File: src/rtl/shift_arbiter_if.sv
// Request/response bundle for shift_arbiter: two requester ports and one response port.
// The arbiter uses the slave modport; the traffic source and sink use master.
interface shift_arbiter_if #(
  parameter int WIDTH = 16,
  parameter int SHW   = 4
);
  logic             req0_valid;
  logic             req0_ready;
  logic [1:0]       req0_op;
  logic [WIDTH-1:0] req0_data;
  logic [SHW-1:0]   req0_shamt;

  logic             req1_valid;
  logic             req1_ready;
  logic [1:0]       req1_op;
  logic [WIDTH-1:0] req1_data;
  logic [SHW-1:0]   req1_shamt;

  logic             rsp_valid;
  logic             rsp_ready;
  logic [WIDTH-1:0] rsp_data;
  logic             rsp_id;
  logic             rsp_err;
  logic             busy;

  modport slave (
    input  req0_valid, req0_op, req0_data, req0_shamt,
    input  req1_valid, req1_op, req1_data, req1_shamt,
    input  rsp_ready,
    output req0_ready, req1_ready,
    output rsp_valid, rsp_data, rsp_id, rsp_err, busy
  );

  modport master (
    output req0_valid, req0_op, req0_data, req0_shamt,
    output req1_valid, req1_op, req1_data, req1_shamt,
    output rsp_ready,
    input  req0_ready, req1_ready,
    input  rsp_valid, rsp_data, rsp_id, rsp_err, busy
  );
endinterface

File: src/rtl/shift_arbiter.sv
// Round-robin arbiter sharing one sll/srl/sra datapath between two requesters, registered response.
// Define SHIFT_ARB_ROTATE_EN to make op 2'b11 a rotate right; otherwise it echoes the operand with rsp_err set.
module shift_arbiter #(
  parameter int WIDTH = 16,
  parameter int SHW   = 4
) (
  input  logic           clk,
  input  logic           rst_n,
  shift_arbiter_if.slave bus
);
  typedef enum logic [0:0] {
    IDLE = 1'b0,
    RESP = 1'b1
  } state_t;

  state_t           state_r;
  state_t           state_s;
  logic             rr_r;
  logic [WIDTH-1:0] rsp_data_r;
  logic             rsp_id_r;
  logic             rsp_err_r;

  logic             can_accept_s;
  logic             grant_any_s;
  logic             grant_id_s;
  logic             accept_s;
  logic [1:0]       op_s;
  logic [WIDTH-1:0] data_s;
  logic [SHW-1:0]   shamt_s;
  logic [WIDTH-1:0] sll_s;
  logic [WIDTH-1:0] srl_s;
  logic [WIDTH-1:0] sra_s;
  logic [WIDTH-1:0] result_s;
  logic             err_s;

  // rr_r holds the requester favoured on the next contention; reset favours req0.
  always_comb begin
    grant_any_s = bus.req0_valid | bus.req1_valid;
    if (bus.req0_valid && bus.req1_valid) begin
      grant_id_s = rr_r;
    end else if (bus.req1_valid) begin
      grant_id_s = 1'b1;
    end else begin
      grant_id_s = 1'b0;
    end
    can_accept_s = (state_r == IDLE) || ((state_r == RESP) && bus.rsp_ready);
    accept_s     = rst_n & can_accept_s & grant_any_s;
  end

  assign bus.req0_ready = accept_s & ~grant_id_s;
  assign bus.req1_ready = accept_s &  grant_id_s;

  assign sll_s = data_s << shamt_s;
  assign srl_s = data_s >> shamt_s;
  assign sra_s = $signed(data_s) >>> shamt_s;

`ifdef SHIFT_ARB_ROTATE_EN
  logic [WIDTH-1:0] rot_s;
  assign rot_s = WIDTH'({data_s, data_s} >> shamt_s);
`endif

  // Operand select from the granted requester and result select over the shared units.
  always_comb begin
    if (grant_id_s) begin
      op_s    = bus.req1_op;
      data_s  = bus.req1_data;
      shamt_s = bus.req1_shamt;
    end else begin
      op_s    = bus.req0_op;
      data_s  = bus.req0_data;
      shamt_s = bus.req0_shamt;
    end
    result_s = data_s;
    err_s    = 1'b0;
    case (op_s)
      2'b00: result_s = sll_s;
      2'b01: result_s = srl_s;
      2'b10: result_s = sra_s;
      2'b11: begin
`ifdef SHIFT_ARB_ROTATE_EN
        result_s = rot_s;
        err_s    = 1'b0;
`else
        result_s = data_s;
        err_s    = 1'b1;
`endif
      end
      default: begin
        result_s = data_s;
        err_s    = 1'b0;
      end
    endcase
  end

  // Next state: accepts keep/enter RESP, a consumed result with nothing new returns to IDLE.
  always_comb begin
    state_s = state_r;
    case (state_r)
      IDLE: begin
        if (accept_s) begin
          state_s = RESP;
        end else begin
          state_s = IDLE;
        end
      end
      RESP: begin
        if (accept_s) begin
          state_s = RESP;
        end else if (bus.rsp_ready) begin
          state_s = IDLE;
        end else begin
          state_s = RESP;
        end
      end
      default: state_s = IDLE;
    endcase
  end

  // State, response registers and arbitration pointer; only an accept moves rr_r.
  always_ff @(posedge clk or negedge rst_n) begin
    if (!rst_n) begin
      state_r    <= IDLE;
      rr_r       <= 1'b0;
      rsp_data_r <= {WIDTH{1'b0}};
      rsp_id_r   <= 1'b0;
      rsp_err_r  <= 1'b0;
    end else begin
      state_r <= state_s;
      if (accept_s) begin
        rr_r       <= ~grant_id_s;
        rsp_data_r <= result_s;
        rsp_id_r   <= grant_id_s;
        rsp_err_r  <= err_s;
      end
    end
  end

  assign bus.rsp_valid = (state_r == RESP);
  assign bus.busy      = (state_r == RESP);
  assign bus.rsp_data  = rsp_data_r;
  assign bus.rsp_id    = rsp_id_r;
  assign bus.rsp_err   = rsp_err_r;
endmodule
File: src/flat_wrapper.sv
// flat-port wrapper written by rule: the top's interface ports become plain ports
module shift_arbiter_flat 
#(
  parameter int WIDTH = 16,
  parameter int SHW   = 4
)
  (clk, rst_n, bus_req0_valid, bus_req0_op, bus_req0_data, bus_req0_shamt, bus_req1_valid, bus_req1_op, bus_req1_data, bus_req1_shamt, bus_rsp_ready, bus_req0_ready, bus_req1_ready, bus_rsp_valid, bus_rsp_data, bus_rsp_id, bus_rsp_err, bus_busy);
  shift_arbiter_if #(.WIDTH(WIDTH), .SHW(SHW)) bus_i ();
  input  logic clk;
  input  logic rst_n;
  input wire logic [$bits(bus_i.req0_valid)-1:0] bus_req0_valid;
  input wire logic [$bits(bus_i.req0_op)-1:0] bus_req0_op;
  input wire logic [$bits(bus_i.req0_data)-1:0] bus_req0_data;
  input wire logic [$bits(bus_i.req0_shamt)-1:0] bus_req0_shamt;
  input wire logic [$bits(bus_i.req1_valid)-1:0] bus_req1_valid;
  input wire logic [$bits(bus_i.req1_op)-1:0] bus_req1_op;
  input wire logic [$bits(bus_i.req1_data)-1:0] bus_req1_data;
  input wire logic [$bits(bus_i.req1_shamt)-1:0] bus_req1_shamt;
  input wire logic [$bits(bus_i.rsp_ready)-1:0] bus_rsp_ready;
  output wire logic [$bits(bus_i.req0_ready)-1:0] bus_req0_ready;
  output wire logic [$bits(bus_i.req1_ready)-1:0] bus_req1_ready;
  output wire logic [$bits(bus_i.rsp_valid)-1:0] bus_rsp_valid;
  output wire logic [$bits(bus_i.rsp_data)-1:0] bus_rsp_data;
  output wire logic [$bits(bus_i.rsp_id)-1:0] bus_rsp_id;
  output wire logic [$bits(bus_i.rsp_err)-1:0] bus_rsp_err;
  output wire logic [$bits(bus_i.busy)-1:0] bus_busy;
  assign bus_i.req0_valid = bus_req0_valid;
  assign bus_i.req0_op = bus_req0_op;
  assign bus_i.req0_data = bus_req0_data;
  assign bus_i.req0_shamt = bus_req0_shamt;
  assign bus_i.req1_valid = bus_req1_valid;
  assign bus_i.req1_op = bus_req1_op;
  assign bus_i.req1_data = bus_req1_data;
  assign bus_i.req1_shamt = bus_req1_shamt;
  assign bus_i.rsp_ready = bus_rsp_ready;
  assign bus_req0_ready = bus_i.req0_ready;
  assign bus_req1_ready = bus_i.req1_ready;
  assign bus_rsp_valid = bus_i.rsp_valid;
  assign bus_rsp_data = bus_i.rsp_data;
  assign bus_rsp_id = bus_i.rsp_id;
  assign bus_rsp_err = bus_i.rsp_err;
  assign bus_busy = bus_i.busy;
  shift_arbiter #(.WIDTH(WIDTH), .SHW(SHW)) u_core (.clk(clk), .rst_n(rst_n), .bus(bus_i));
endmodule
File: config.mk
export PLATFORM = sky130hd
export DESIGN_NAME = shift_arbiter_flat
export DESIGN_NICKNAME = d
export VERILOG_FILES = /design/src/rtl/shift_arbiter_if.sv /design/src/rtl/shift_arbiter.sv /design/src/flat_wrapper.sv
export SDC_FILE = /design/constraint.sdc
export NUM_CORES = 1
export LEC_CHECK = 0
export CAP_MARGIN = 10
export CORE_UTILIZATION = 25
export CTS_BUF_LIST = sky130_fd_sc_hd__clkbuf_4 sky130_fd_sc_hd__clkbuf_8
export CTS_CLUSTER_SIZE = 20
export DETAILED_ROUTE_END_ITERATION = 10
export MAX_ROUTING_LAYER = met4
export PLACE_DENSITY = 0.41
export SETUP_SLACK_MARGIN = 0.5
export SLEW_MARGIN = 10
export SYNTH_ARGS = -nofsm -noshare
export SYNTH_HDL_FRONTEND = slang
export SYNTH_SLANG_ARGS = --single-unit
File: constraint.sdc
create_clock -name clk -period 1.85 [get_ports clk]
set_input_delay 0.185 -clock clk [delete_from_list [all_inputs] [get_ports clk]]
set_output_delay 0.185 -clock clk [all_outputs]
set_load 0.02 [all_outputs]
==> impl_metrics.json <==
{
  "worstPathArrival_ps": 2380,
  "drc": 0,
  "yosys.cell_types.count": 69,
  "post_synth_main_area_contributors": "mux2i_1, dfrtp_1, mux4_2, nor2_1, a21oi_1",
  "rr_worst_depth": 8,
  "pre_cts_slack_ps": -991,
  "grt_antenna_before_repair": 0,
  "period_needed_ps": 2220,
  "rsz0062_at_grt": "yes",
  "synthesis.area_um2": 4020,
  "clk_transition_reported_paths_ps": 80,
  "congestion_overflow_gr": 0,
  "clockRootBuffer": "clkbuf_8",
  "place_congestion": 0.930,
  "nets": 804,
  "gr-usage-all-layers_pct": 26.3,
  "synth_enable_flop_cells": 0,
  "synth.yosys.seq_area_share_pct": 12.5,
  "avgViaCountPerCell": 5.44,
  "critPathLaunchType": "register",
  "via_count_of_the_first_global_routing_pass": 5140,
  "violations": "setup timing",
  "ctsLongestPathBuffers": 2,
  "critical_path.endpoint_type": "register",
  "p_leak_uw": 0.00309,
  "chip_width_um": 129,
  "p_per_area_nw_per_um2": 491,
  "detailroute.via_count": 5245,
  "avgSynthCellArea_um2": 8.15,
  "postSynth.asyncResetShare_pct": 100,
  "postSynth.topFlopCell": "dfrtp_1",
  "synth_fp_nets": 542,
  "finalPower_uw": 3510,
  "die_h_um": 129,
  "design.portCount": 71,
  "timing.final.max_slew_violations": 0,
  "worst-setup-path-type": "register to register",
  "status": "finished, violations left",
  "min_path_type": "input pin to async pin",
  "synthDominantCellAreaShare_pct": 15.2,
  "initial_core_util_pct": 26.0,
  "worst_slew_pin_slew_ps": 467,
  "max-slew-margin-rel_pct": 68.8,
  "max_freq_mhz": 450,
  "flow.area_growth_from_synthesis_pct": 77.9,
  "hold_slack_ps": 301,
  "timing_hold_violations_final": 0,
  "numClockSinks": 20,
  "tritoncts": "built",
  "clock_latency_ps": 270,
  "synth_cell_count_leaders": "mux2i_1, nor2_1, nand2_1",
  "dp_hpwl_um": 17000,
  "final.setup_skew_ps": 11.4,
  "post-synth-top-count-cell": "mux2i_1",
  "cts_buffers": 3,
  "post_synth_inst_count": 493,
  "placement_rows": 45,
  "setup-violations-final": 17,
  "diodes": 0,
  "setup-tns-final_ps": -4950,
  "place.port_buffers": 70,
  "worst_ep_required_time_ps": 2010,
  "routedWlPerCell_um": 21.7,
  "netlist.top_cell.by_area": "mux2i_1",
  "yosys_warnings": 0,
  "clock_tree.htree_level_count": 1,
  "ir_worst_vdd_mv": 0.258,
  "drive_gt1_share_pct": 46.4,
  "finalWorstSetupSlack_ps": -371,
  "floorplan.die_area_um2": 16600,
  "final_antenna_net_count": 0,
  "drt_iter0_markers": 446,
  "grt_max_degree": 29,
  "fp.coreArea_um2": 15400,
  "maxCapViolations": 0,
  "grt_first_pass_wirelength_um": 31700,
  "ys_seq_elements": 20,
  "final_min_period_over_clock_period_pct": 120,
  "drt_first_pass_iters": 5,
  "route.final.wire_length_um": 20900,
  "cp_max_fo": 6
}
## metal layers
layer	GRT usage, %	vias up	wire length, um
li1	-	2440	-
met1	36.9	2588	9990
met2	40.1	186	9320
met3	2.45	31	1020
met4	7.20	0	575
met5	-	-	0
## state kept, by name (all words and copies together) (netlist names)
register             count
u_core.bus.rsp_err       1
u_core.bus.rsp_id        1
u_core.rr_r              1
u_core.bus.rsp_data     16
u_core.bus.busy          1
## critical path, cell delays in order (launching register included)
cell	delay (ps)
dfrtp_1	440
and2b_4	330
nor2_4	80
buf_8	150
a21oi_4	250
a221oi_4	130
a2111oi_4	220
o22ai_2	140
o32a_1	350
## power by group
part | total, uW | internal (uW) | switching (uW)
combinational | 2570 | 1270 | 1290
sequential | 598 | 533 | 64.7
clock | 347 | 190 | 157
## worst paths after layout
check                      slack [ps]                     startpoint                                  end
hold reg to reg                   470  u_core.bus.rsp_id$_DFFE_PN0P_        u_core.bus.rsp_id$_DFFE_PN0P_
setup / recovery                 -370        u_core.rr_r$_DFFE_PN0P_  u_core.bus.rsp_data[13]$_DFFE_PN0P_
setup reg to reg                 -370        u_core.rr_r$_DFFE_PN0P_  u_core.bus.rsp_data[13]$_DFFE_PN0P_
hold / removal                    300                          rst_n            u_core.bus.busy$_DFF_PN0_
min in group clk                  470  u_core.bus.rsp_id$_DFFE_PN0P_        u_core.bus.rsp_id$_DFFE_PN0P_
max in group asynchronous        1320                          rst_n   u_core.bus.rsp_data[8]$_DFFE_PN0P_
## layout by cell type, fill, tap and decap left out, types with 6 or more instances in the layout
master             n
nor3_1             9
nand2_1           36
a31oi_1           18
a21oi_1           25
nor2_1            44
clkdlybuf4s50_1   43
nand3_1            8
a311oi_1           6
dlygate4sd2_1     23
a21oi_2            7
and3_1            16
mux2_2             8
buf_12            15
mux4_2            22
buf_6             12
mux2i_2            8
buf_4            202
nand2b_1           8
o21ai_2            6
o21ai_1           11
nor2b_1           11
o21ai_0           17
mux2i_1           52
dfrtp_1           20
## logic make-up after synthesis
family	share of synthesized area, %
flip-flops	12.5
AO/OA/AOI/OAI	28.3
AND/OR/NAND/NOR	19.9
buffers and inverters	7.73
multiplexers	31.7
## cell type report
class                           instances  area, um2
Sequential cell                        20        500
Inverter                                5       18.8
Tap cell                              211        264
Timing Repair Buffer                  305       2740
Clock buffer                            4       55.1
Fill cell                            1572       8280
Multi-Input combinational cell        420       3570
## stage by stage
| step | instances | util [%] | instance area (um2) |
|---|---|---|---|
| floorplan | 493 | - | 4110 |
| global placement | 929 | 41.4 | 6390 |
| detailed placement | 929 | 41.4 | 6390 |
| CTS | 942 | 43.7 | 6750 |
| global route | 965 | 46.3 | 7150 |
| finish | 965 | 46.3 | 7150 |
## timing repair
item,CTS,global route
cloned,1,2
hold buffers,0,0
buffers inserted,8,21
setup endpoints to repair,41,20
pin swaps,19,28
hold endpoints to repair,0,0
resized for setup,83,50
Note: power is estimated with default switching activity, not from simulation.
